**src/rtl/seq_alu_stage.sv**
```systemverilog
// rtl/seq_alu_stage.sv - sequential ALU stage: single-cycle ops plus an n-cycle shift-add multiply
// Handshaked in/out; results held in DONE until the downstream consumes them.
module seq_alu_stage #(
  parameter int n = 16
) (
  input  logic         clk,
  input  logic         rst_n,
  input  logic         in_valid,
  output logic         in_ready,
  input  logic [2:0]   opcode,
  input  logic [n-1:0] a,
  input  logic [n-1:0] b,
  output logic [n-1:0] out0,
  output logic         out_valid,
  input  logic         out_ready,
  output logic         carry,
  output logic         zero,
  output logic         busy
);

  typedef enum logic [1:0] {IDLE, EXEC, DONE} state_t;

  localparam int CW = (n > 1) ? $clog2(n) : 1;
  localparam logic [CW-1:0] CNT_LAST = CW'(n - 1);
  localparam logic [2:0] OP_ADD = 3'b000, OP_SUB = 3'b001, OP_AND = 3'b010, OP_OR = 3'b011,
                         OP_XOR = 3'b100, OP_SLT = 3'b101, OP_MUL = 3'b110;

  state_t        state_q;
  logic [n-1:0]  out0_q, mcand_q, mplier_q, acc_q;
  logic          carry_q, zero_q;
  logic [CW-1:0] cnt_q;

  logic [n:0]    sum_d, diff_d;
  logic [n-1:0]  res_d, acc_d;
  logic          carry_d;

  always_comb begin
    sum_d   = {1'b0, a} + {1'b0, b};
    diff_d  = {1'b0, a} - {1'b0, b};
    res_d   = '0;
    carry_d = 1'b0;
    case (opcode)
      OP_ADD: begin res_d = sum_d[n-1:0];  carry_d = sum_d[n];  end
      // diff_d[n] is the borrow, so no borrow means a >= b unsigned
      OP_SUB: begin res_d = diff_d[n-1:0]; carry_d = ~diff_d[n]; end
      OP_AND: res_d = a & b;
      OP_OR:  res_d = a | b;
      OP_XOR: res_d = a ^ b;
      OP_SLT: res_d[0] = ($signed(a) < $signed(b));
      OP_MUL: res_d = '0;
      default: res_d = b;
    endcase
    acc_d = mplier_q[0] ? (acc_q + mcand_q) : acc_q;
  end

  always_ff @(posedge clk or negedge rst_n) begin
    if (!rst_n) begin
      state_q  <= IDLE;
      out0_q   <= '0;
      carry_q  <= 1'b0;
      zero_q   <= 1'b0;
      mcand_q  <= '0;
      mplier_q <= '0;
      acc_q    <= '0;
      cnt_q    <= '0;
    end else begin
      case (state_q)
        IDLE: begin
          if (in_valid) begin
            if (opcode == OP_MUL) begin
              mcand_q  <= a;
              mplier_q <= b;
              acc_q    <= '0;
              cnt_q    <= '0;
              state_q  <= EXEC;
            end else begin
              out0_q  <= res_d;
              carry_q <= carry_d;
              zero_q  <= (res_d == '0);
              state_q <= DONE;
            end
          end
        end
        EXEC: begin
          // out0 is only written on the final iteration so no partial product leaks out
          mcand_q  <= mcand_q << 1;
          mplier_q <= mplier_q >> 1;
          acc_q    <= acc_d;
          cnt_q    <= cnt_q + 1'b1;
          if (cnt_q == CNT_LAST) begin
            out0_q  <= acc_d;
            carry_q <= 1'b0;
            zero_q  <= (acc_d == '0);
            state_q <= DONE;
          end
        end
        DONE: begin
          if (out_ready) state_q <= IDLE;
        end
        default: state_q <= IDLE;
      endcase
    end
  end

  assign in_ready  = (state_q == IDLE);
  assign busy      = (state_q == EXEC);
  assign out_valid = (state_q == DONE);
  assign out0      = out0_q;
  assign carry     = carry_q;
  assign zero      = zero_q;

endmodule

```
**config.mk**
```make
export PLATFORM = sky130hd
export DESIGN_NAME = seq_alu_stage
export DESIGN_NICKNAME = d
export VERILOG_FILES = /design/src/rtl/seq_alu_stage.sv
export SDC_FILE = /design/constraint.sdc
export NUM_CORES = 1
export LEC_CHECK = 0
export BUFFER_PORTS_ARGS = -buffer_cell sky130_fd_sc_hd__buf_2
export CORE_MARGIN = 2
export CORE_UTILIZATION = 40
export DETAILED_ROUTE_END_ITERATION = 8
export PLACE_DENSITY = 0.58
export SYNTH_ARGS = -nofsm -noshare
export SYNTH_HDL_FRONTEND = slang
export SYNTH_SLANG_ARGS = --single-unit
```
**constraint.sdc**
```tcl
create_clock -name clk -period 7.9 [get_ports clk]
set_clock_uncertainty 0.2 [all_clocks]
set_input_delay 0.395 -clock clk [delete_from_list [all_inputs] [get_ports clk]]
set_output_delay 0.395 -clock clk [all_outputs]
set_load 0.01 [all_outputs]
```
* After elaboration in Yosys (flattened, before gate mapping)
Index checks and enable logic that the tools add are counted.
W data, S select, Z words.
** Operators by class
- Add/sub/neg operators :: 4
- $lt $le $gt $ge :: 1
- Equality and inequality tests :: 14
- Mux-type cells :: 33
- Bitwise logic cells :: 4
- Reduce and logical (&&, ||, !) cells :: 9
** Operators by type and width (count)
- $mux W16 :: 10
- $pmux W16 S2 :: 4
- $pmux W15 S6 :: 1
- $logic_not A16 Y1 :: 2
- $add A16 B16 Y17 :: 1
- $sub A16 B16 Y17 :: 1
- $add A16 B16 Y16 :: 1
- $and A16 B16 Y16 :: 1
- $lt A16 B16 Y1 :: 1
- $or A16 B16 Y16 :: 1
- $xor A16 B16 Y16 :: 1
- $eq A3 B3 Y1 const B :: 3
- $mux W2 :: 4
- $mux W4 :: 2
- $pmux W4 S2 :: 1
- $pmux W1 S7 :: 1
- $eq A3 B2 Y1 const B :: 2
- $mux W1 :: 6
- $ne A2 B1 Y1 const B :: 3
- $pmux W1 S2 :: 3
- $pmux W2 S3 :: 1
- $reduce_and A3 Y1 :: 2
- $add A4 B1 Y4 const B :: 1
- $eq A4 B4 Y1 const B :: 1
- other kinds (10) :: 11
** Word-level totals
- Register bits :: 72
- Input port bits :: 39
- Output and inout port bits :: 21
- Logic and storage cells :: 73

* Depth between registers and ports, before layout
Gate-level depths: netlist of run 1.
- Word-level depth :: 7
- Gate-level depth with buffers :: 13

* Least setup slack after synthesis of run 1
OpenSTA, ideal clock, no wires.
- Kind :: input -> register
- From :: input a[8]
- To :: register zero_q, in the netlist zero
- Setup time :: 0.066 ns
- Arrival :: 3.344 ns
- Data required time :: 7.634 ns
- Setup slack :: 4.290 ns
- Cell stages on the path :: 13
- Cells stage by stage :: inv_1 -> ha_1 -> buf_6 -> or3_1 -> or3_1 -> o211ai_2 -> o311ai_2 -> a221oi_2 -> o21ai_1 -> a31o_1 -> or4_4 -> nor4b_2 -> a221o_1
** Between the ends
- Cells in the longest elaborated chain, start to end :: 6
- Elaborated cells between the ends (all ways) :: 12
- Those cells by class :: 2 x add/sub; 1 x order compare; 5 x mux; 3 x bitwise; 1 x reduce/logical
** RTL lines
- from (decl) :: RTL line 11 : input logic [n-1:0] a,
- $sub A16 B16 Y17 (tied with other cells) :: RTL line 39 : diff_d = {1'b0, a} - {1'b0, b};
- $pmux W15 S6 / $pmux W1 S7 (equally long branches) :: RTL line 42 : case (opcode)
- $logic_not A16 Y1 * :: RTL line 79 : zero_q <= (res_d == '0);
- $mux W1 * :: RTL line 70 : if (opcode == OP_MUL) begin
- $mux W1 * :: RTL line 69 : if (in_valid) begin
- $pmux W1 S2 * :: RTL line 67 : case (state_q)
- to (signal assigned) :: RTL line 79
- to (signal assigned) :: RTL line 93 : zero_q <= (acc_d == '0);
- to (decl) :: RTL line 30 : logic carry_q, zero_q;
Mark *: on every way between the ends. The rest lies on a longest branch, timed or not. The select of a mux whose other input is x is not followed.
A chain may end at the register's enable or synchronous reset.

* Final worst setup path of run 1
- From :: input opcode[0]
- To :: register zero_q, in the netlist zero
** Between the ends
- Cells in the longest elaborated chain, start to end :: 7
- Elaborated cells between the ends (all ways) :: 16
- Those cells by class :: 7 x eq/ne; 5 x mux; 4 x reduce/logical
** RTL lines
- from (decl) :: RTL line 10 : input logic [2:0] opcode,
- $eq A3 B3 Y1 (on tied branches) :: RTL line 42, 70
- $reduce_or A2 Y1 (no source line)
- $pmux W15 S6 :: RTL line 42
- $logic_not A16 Y1 :: RTL line 79
- $mux W1 :: RTL line 70
- $mux W1 :: RTL line 69
- $pmux W1 S2 :: RTL line 67
Parallel ways exist; a longest one is shown, timed or not. The select of a mux whose other input is x is not followed.

==> impl_metrics.yaml, run 1 <==
cts:
  cts_made_buffers: 9
  cts.sinks: 72
  post-cts-setup-buffers: 0
  root_buffer: "clkbuf_16"
  holdBufCountCts: 0
  cts.clk_slew.worst_paths_ns: 0.07
  tritoncts: "done"
  clockBufferDepth: 2
  worstSkewPairLatency_ns: 0.35
  cts-resized-gates: 0
  htree_levels: 3
die:
  die_width_um: 134
  rows: 47
  core_region_area_um2: 16600
  num_io_pins: 60
  die_height_um: 134
  die_area_um2: 18000
  initial_core_util_pct: 40.9
final_layout:
  final_cell_area_um2: 7520
  syn2layout_area_growth_pct: 10.9
  final_layout_size_suffix_gt1_share_pct: 12.0
  n_fill_cell: 1705
  diodes: 0
  fin_nets: 1003
worst_setup_path:
  end_kind: "flop"
  cp_max_fo: 35
  path_class: "in2reg"
  arrival_ns: 3.91
  critPathLaunchType: "input port"
  cp.required_ns: 7.98
route:
  routed_via_density: 5.87
  drt-initial-drc-count: 619
  drc_errors: 0
  wl_um: 20900
  vias: 6534
  drtAntennaViolNets: 0
  drt_pass1_iterations: 5
  wl_per_cell_um: 18.7
power_and_ir_drop:
  leakage_nw: 3.60
  ir_drop_mv: 0.121
  powerDensity_nw_per_um2: 306
  p_seq_share_pct: 29.7
  p_switching_mw: 0.996
  p_comb_share_pct: 51.5
  intPower_mw: 1.30
  power.total_mw: 2.30
  p_clk_share_pct: 18.8
  p_sw_share_pct: 43.3
yosys:
  synth_seq_cells: 72
  syn_inst: 863
  synthArstFlopShare_pct: 100
  ys.flop_type: "dfrtp_1"
  syn_nets: 978
  avgSynthCellArea_um2: 7.86
  synth_cell_types: 74
  synth-edff-count: 0
  seq_area_frac_synth_pct: 26.6
  synth_area_um2: 6780
  yosys_warnings: 0
outcome:
  violations: "hold timing"
  status: "finished with violations"
sta:
  hold_ws_ns: -0.0399
  rsz0062_at_grt: "false"
  tns_ns: 0
  period_share_pct: 48.5
  hold_viol_final: 10
  tightest_slew_ns: 1.04
  fin_ws_ns: 4.07
  finalSetupViolCount: 0
  layout_min_cycle_time_ns: 3.83
  fmax_mhz: 261
  report.final.slew_viol_count: 0
  relSlewSlack_pct: 30.5
global_routing:
  grt_usage_pct: 23.6
  antenna_found_initial: 0
  grt_pass1_wl_um: 33400
  grt_overflow: 0
  grt_start_max_net_pins: 73
  grt_pass1_vias: 6177
job:
  maxCapViolCount: 0
place:
  pre_cts_ws_ns: 3.83
  dpl.hpwl_um: 15100
  place_area_um2: 7220
  gp_congestion: 0.898
  portBuffers: 59
hold_path:
  hp-class: "in2async"
## power by group through the flow
stage | sequential, mW | clock, mW | combinational (mW)
2_1_floorplan | 0.649 | 0 | 0.901
3_3_place_gp | 0.691 | 0 | 1.17
3_5_place_dp | 0.691 | 0 | 1.18
4_1_cts | 0.686 | 0.444 | 1.18
5_1_grt | 0.711 | 0.457 | 1.33
6_report | 0.683 | 0.432 | 1.19
## cells in the mapped netlist (all sizes together) (7+ instances only)
master | count | area (um^2)
a21o | 18 | 135
a31oi | 43 | 269
o31ai | 12 | 90.1
clkbuf | 42 | 158
nand3 | 13 | 65.1
dfrtp | 72 | 1800
nand2b | 10 | 62.6
ha | 73 | 913
nor2 | 90 | 338
a22o | 8 | 70.1
nand2 | 111 | 417
mux2i | 11 | 110
a211o | 7 | 61.3
xor2 | 8 | 70.1
inv | 53 | 199
nor3 | 12 | 60.1
a211oi | 10 | 75.1
xnor2 | 8 | 70.1
or3 | 7 | 43.8
nor4 | 7 | 43.8
o211ai | 8 | 65.1
nor2b | 15 | 93.8
o21ai | 37 | 185
o21a | 8 | 60.1
buf | 9 | 41.3
a21oi | 59 | 295
## state kept, by name, summed over array words and instances, names as in the netlist
register / flops
acc_q: 16
zero: 1
mcand_q: 16
out0: 16
carry: 1
mplier_q: 16
cnt_q: 4
state_q: 2
## critical path: stages
cell and delay, ns:
buf_2 0.54, or3_1 0.59, a2111oi_0 0.15, a41o_1 0.23, o32ai_1 0.51, nand4bb_1 0.16, nor4_1 0.34, nand4_1 0.13
or4_4 0.43, nor4b_2 0.27, a221o_1 0.15
## layout by cell type (no fill, tap or decap), types with 4 or more instances in the layout
cell	instances
nand2b_1	9
nor4_1	7
o211ai_1	7
o31ai_1	12
nand4_1	5
or2_2	4
o32a_1	4
xnor2_1	8
nand2_1	111
mux2i_1	11
and3_1	5
ha_1	73
o2bb2ai_1	4
and2_1	4
or3_1	7
clkbuf_16	9
nand3_1	13
o21a_1	8
a31oi_1	43
buf_4	7
a21o_1	18
buf_2	58
a22oi_1	5
dfrtp_1	72
a21oi_1	59
a211oi_1	10
a211o_1	7
nor3_1	11
o22ai_1	6
mux2_2	6
a22o_1	8
inv_1	53
o21ai_0	36
a2111oi_0	5
nor2_1	89
xor2_1	8
nor2b_1	15
o21bai_1	6
## layer usage
metal / GRT usage (%) / up-vias / part of all wire [%]
met5: 0 / - / 0
met4: 6.73 / 0 / 1.7
met3: 2.68 / 22 / 5.3
met2: 37.6 / 209 / 46
met1: 33.7 / 3140 / 47
li1: - / 3163 / -
## worst paths after layout
check                                 from           to  slack [ns]  cells after the start
worst min-delay path                 rst_n  mplier_q[3]       -0.04                      1
max in group asynchronous            rst_n    acc_q[10]        6.86                      1
worst max-delay path             opcode[0]         zero        4.07                     11
worst min register to register    out0[11]     out0[11]        0.27                      2
min in group clk                      a[0]   mcand_q[0]        0.10                      2
worst max register to register  mcand_q[0]         zero        4.09                     12
## cell families after synthesis
group / Yosys count / share of synthesized area, %
buffers and inverters: 105 / 5.92
adders and majority gates: 76 / 14.3
and+or+nand+nor: 296 / 20.0
muxes: 17 / 2.62
xor gates and xnor gates: 16 / 2.07
AOI/OAI and AO/OA: 281 / 28.5
DFF: 72 / 26.6
## layout make-up
cell class / instances / area (um^2) / share of cell area, %
clock buffer: 10 / 239 / 3.18
tap: 220 / 275 / 3.66
timing repair buffer: 65 / 343 / 4.56
multi-input combinational: 686 / 4600 / 61.1
clock inverter: 6 / 65.1 / 0.865
sequential: 72 / 1800 / 24.0
inverter: 54 / 203 / 2.69
## per-stage QoR
stage | hold WS [ns] | util, % | cells
after floorplan | -0.101 | - | 863
after global placement | 0.262 | 43.5 | 1097
after detailed placement | 0.266 | 43.5 | 1097
after CTS | 0.0381 | 45.4 | 1113
after global routing | 0.0580 | 45.4 | 1113
final | -0.0399 | 45.4 | 1113
No activity file was read; power rests on OpenSTA's default activity.
==> inputs of run 2 (changes only) <==
clock period = 4 ns   (was 7.9 ns; I/O delays follow)
==> run 2 against run 1 <==
  * The run now ends clean
  * Worst setup slack worse by 4.0 ns
  * First-iteration DRC count grew 9.9%
  * Power rose by 100%
  * Final cell count increased by 5.2%
  * Core utilization grew 3.4 points
  * Critical path type unchanged
  * Largest cell class unchanged
==> impl_metrics.yaml, run 2 (same netlist as run 1, synthesis figures left out) <==
sta:
  finalSetupViolCount: 0
  tns_ns: 0
  relSlewSlack_pct: 36.1
  period_share_pct: 97.1
  report.final.slew_viol_count: 0
  tightest_slew_ns: 0.958
  hold_ws_ns: 0.0470
  hold_viol_final: 0
  layout_min_cycle_time_ns: 3.88
  fmax_mhz: 258
global_routing:
  grt_start_max_net_pins: 73
  grt_overflow: 0
  grt_pass1_wl_um: 35800
  grt_pass1_vias: 6608
  antenna_found_initial: 0
  grt_usage_pct: 25.2
route:
  vias: 6786
  drtAntennaViolNets: 0
  drc_errors: 0
  drt_pass1_iterations: 5
  routed_via_density: 5.80
  wl_per_cell_um: 18.8
  wl_um: 22000
  drt-initial-drc-count: 680
final_layout:
  diodes: 0
  final_layout_size_suffix_gt1_share_pct: 15.5
  utilization_pct: 48.8
  final_cell_mix: "nand2_1 (111), nor2_1 (88), dfrtp_1 (72)"
  syn2layout_area_growth_pct: 19.2
  fin_nets: 1061
  final_common_cell: "nand2_1"
  final_cell_area_um2: 8090
hold_path:
  hp-class: "in2reg"
  hp-start: "a[4]"
cts:
  cts_made_buffers: 9
  cts.sinks: 72
  worstSkewPairLatency_ns: 0.34
  tritoncts: "done"
  root_buffer: "clkbuf_16"
  clockBufferDepth: 2
  htree_levels: 3
  cts.clk_slew.worst_paths_ns: 0.06
worst_setup_path:
  cp_max_fo: 5
  cp.required_ns: 4.08
  critPathLaunchType: "input port"
  r2r_start: "mcand_q[0]"
  arrival_ns: 3.96
  worstSetupStartpoint: "b[9]"
  end_kind: "flop"
  path_class: "in2reg"
power_and_ir_drop:
  p_clk_share_pct: 17.9
  intPower_mw: 2.63
  powerDensity_nw_per_um2: 573
  p_comb_share_pct: 53.8
  p_sw_share_pct: 43.1
  ir_drop_mv: 0.259
  p_seq_share_pct: 28.3
  p_switching_mw: 2.00
  leakage_nw: 3.85
  power.total_mw: 4.63
die:
  num_io_pins: 60
  rows: 47
  core_region_area_um2: 16600
  die_height_um: 134
  die_width_um: 134
  die_area_um2: 18000
  initial_core_util_pct: 40.9
job:
  maxCapViolCount: 0
place:
  gp_congestion: 0.979
  portBuffers: 59
  dpl.hpwl_um: 16100
  place_area_um2: 7420
outcome:
  status: "completed"
-- run 2: cell types whose count changed in the layout (fill, tap and decap cells not counted), sizes merged --
| cell | previous run | this run |
|---|---|---|
| buf | 65 | 94 |
| clkinvlp | 1 | 0 |
| dlygate4sd3 | 0 | 29 |
| clkbuf | 10 | 11 |
| inv | 55 | 53 |
| clkinv | 3 | 5 |
-- run 2: final cells by class --
class | instances | area [um^2]
sequential | 72 | 1800
fill | 1656 | 8500
inverter | 54 | 203
tap | 220 | 275
timing repair buffer | 123 | 851
clock buffer | 11 | 233
multi-input combinational | 686 | 4670
clock inverter | 5 | 57.6
-- run 2: final timing paths --
| check | depth (start not counted) | slack [ns] | end |
|---|---|---|---|
| hold reg to reg | 2 | 0.28 | out0[14] |
| hold / removal | 3 | 0.05 | mcand_q[4] |
| max in group asynchronous | 2 | 2.62 | out0[11] |
| setup / recovery | 14 | 0.12 | zero |
| min in group asynchronous | 2 | 0.33 | mplier_q[3] |
| setup reg to reg | 13 | 0.55 | zero |
-- run 2: through the flow --
stage	instances	setup WS, ns
after detailed placement	1124	0.134
after global routing	1171	-0.0281
after global placement	1124	0.280
after floorplan	863	0.585
after CTS	1169	0.0584
final	1171	0.118
-- run 2: layer usage --
metal | part of all wire, % | global-route usage [%]
met5 | 0 | 0
met3 | 5.8 | 4.31
met4 | 2.7 | 8.83
met2 | 46 | 39.7
met1 | 46 | 35.0
-- run 2: worst max-delay path, stage by stage --
cell	delay, ns
dlygate4sd3_1	0.52
buf_2	0.16
inv_1	0.07
ha_1	0.31
or3_4	0.42
or3_1	0.36
o211ai_4	0.20
o311ai_2	0.12
a221oi_2	0.31
o21ai_1	0.11
a31o_1	0.25
or4_4	0.51
nor4b_2	0.28
a221o_1	0.15
-- run 2: power groups by stage --
| stage | registers, mW | logic (mW) | clock network, mW |
|---|---|---|---|
| finish | 1.31 | 2.49 | 0.829 |
| global route | 1.36 | 2.81 | 0.877 |
| CTS | 1.31 | 2.47 | 0.845 |
| detailed placement | 1.33 | 2.43 | 0 |
| global placement | 1.32 | 2.42 | 0 |
| floorplan | 1.28 | 1.78 | 0 |
-- run 2: repair_timing --
action	4_1_cts	5_1_grt
setup endpoints to repair	0	1
resized for setup	0	14
endpoints found under the hold margin	100	0
setup buffers	0	2
hold buffers	29	0
==> inputs of run 3 (changes only) <==
PLACE_DENSITY = 0.57   (was 0.58)
==> run 3 against run 2 <==
  * Die area stayed put
  * Clock power is 3.7% lower
  * Sequential cell count stayed put
  * Core utilization hardly changed
  * Non-clock buffer count is 4 lower
  * Sequential share of layout area hardly changed
  * Via count is 2.4% lower
  * Largest cell class unchanged
  * Highest routed layer unchanged
==> impl_metrics.yaml, run 3 (same netlist as run 1, synthesis figures left out) <==
final_layout:
  multi_input_area_um2: 4690
  final_cell_mix: "nand2_1 (111), nor2_1 (88), ha_1 (72), dfrtp_1 (72)"
  fin_nets: 1057
  diodes: 0
  final_layout_size_suffix_gt1_share_pct: 15.2
  final_cell_area_um2: 8090
  syn2layout_area_growth_pct: 19.2
  register_area_um2: 1800
  layoutNonFillerInstCount: 1167
  final_common_cell: "nand2_1"
  utilization_pct: 48.8
  n_fill_cell: 1715
die:
  core_region_area_um2: 16600
  die_height_um: 134
  rows: 47
  initial_core_util_pct: 40.9
  die_area_um2: 18000
  die_width_um: 134
  num_io_pins: 60
sta:
  fin_ws_ns: 0.155
  period_share_pct: 96.1
  finalSetupViolCount: 0
  hold_viol_final: 0
  relSlewSlack_pct: 35.2
  tns_ns: 0
  fmax_mhz: 260
  tightest_slew_ns: 0.964
  hold_ws_ns: 0.00665
  layout_min_cycle_time_ns: 3.84
  report.final.slew_viol_count: 0
cts:
  cts_made_buffers: 9
  root_buffer: "clkbuf_16"
  clockBufferDepth: 2
  worstSkewPairLatency_ns: 0.34
  htree_levels: 3
  cts.clk_slew.worst_paths_ns: 0.06
  tritoncts: "done"
  cts.sinks: 72
global_routing:
  grt_pass1_vias: 6514
  grt_start_max_net_pins: 61
  antenna_found_initial: 0
  grt_usage_pct: 24.7
  grt_pass1_wl_um: 35100
  grt_overflow: 0
route:
  wl_um: 21700
  drt_pass1_iterations: 7
  vias: 6620
  wl_per_cell_um: 18.6
  drtAntennaViolNets: 0
  drt-initial-drc-count: 618
  drc_errors: 0
  routed_via_density: 5.67
power_and_ir_drop:
  ir_drop_mv: 0.240
  leakage_nw: 3.85
  powerDensity_nw_per_um2: 568
  power.total_mw: 4.60
place:
  pre_cts_ws_ns: 0.190
  place_area_um2: 7410
  portBuffers: 59
  dpl.hpwl_um: 15800
  gp_congestion: 0.923
  dp_cells: 1121
worst_setup_path:
  cp.required_ns: 4.08
  arrival_ns: 3.93
  critPathLaunchType: "input port"
  cp_max_fo: 5
  end_kind: "flop"
  path_class: "in2reg"
hold_path:
  hp-class: "in2reg"
outcome:
  status: "completed"
job:
  maxCapViolCount: 0
## run 3: final cells by class
cell class                 instances  share of cell area (%)
timing repair buffer             119                    10.3
sequential                        72                    22.3
clock inverter                     4                   0.340
inverter                          54                    2.51
clock buffer                      12                    3.17
multi-input combinational        686                    58.0
tap                              220                    3.40
## run 3: path summary, 6_finish.rpt
kind | slack (ns) | startpoint | cells after the start | to
max | 0.16 | b[9] | 14 | zero
min | 0.007 | a[14] | 3 | mcand_q[14]
max reg2reg | 0.44 | mcand_q[0] | 12 | out0[10]
min reg2reg | 0.27 | out0[0] | 2 | out0[0]
max in group asynchronous | 2.54 | rst_n | 3 | acc_q[14]
min in group asynchronous | 0.17 | rst_n | 2 | mplier_q[2]
## run 3: power breakdown
part	switching (mW)	internal [mW]	leakage [nW]
registers	0.257	1.06	0.878
clock network	0.342	0.456	0.143
logic	1.39	1.09	2.83
## run 3: what timing repair did
action / 4_1_cts / 5_1_grt
buffers inserted: 0 / 1
hold buffers: 29 / 0
resized for setup: 0 / 19
setup endpoints to repair: 0 / 1
endpoints found under the hold margin: 61 / 0
## run 3: worst max-delay path, cell delays in order
cell and delay [ns]:
dlygate4sd3_1 0.53, buf_4 0.14, inv_1 0.06, ha_1 0.29
or3_4 0.41, or3_4 0.35, o211ai_4 0.23, o311ai_4 0.13
a221oi_2 0.30, o21ai_1 0.11, a31o_1 0.25, or4_4 0.53
nor4b_4 0.27, a221o_1 0.13
## run 3: per-layer routing
| layer | vias up | track usage, % | wire, um |
|---|---|---|---|
| li1 | 3262 | - | - |
| met1 | 3098 | 33.7 | 10100 |
| met2 | 221 | 40.2 | 10100 |
| met3 | 39 | 3.55 | 1110 |
| met4 | 0 | 7.89 | 469 |
| met5 | - | 0 | 0 |
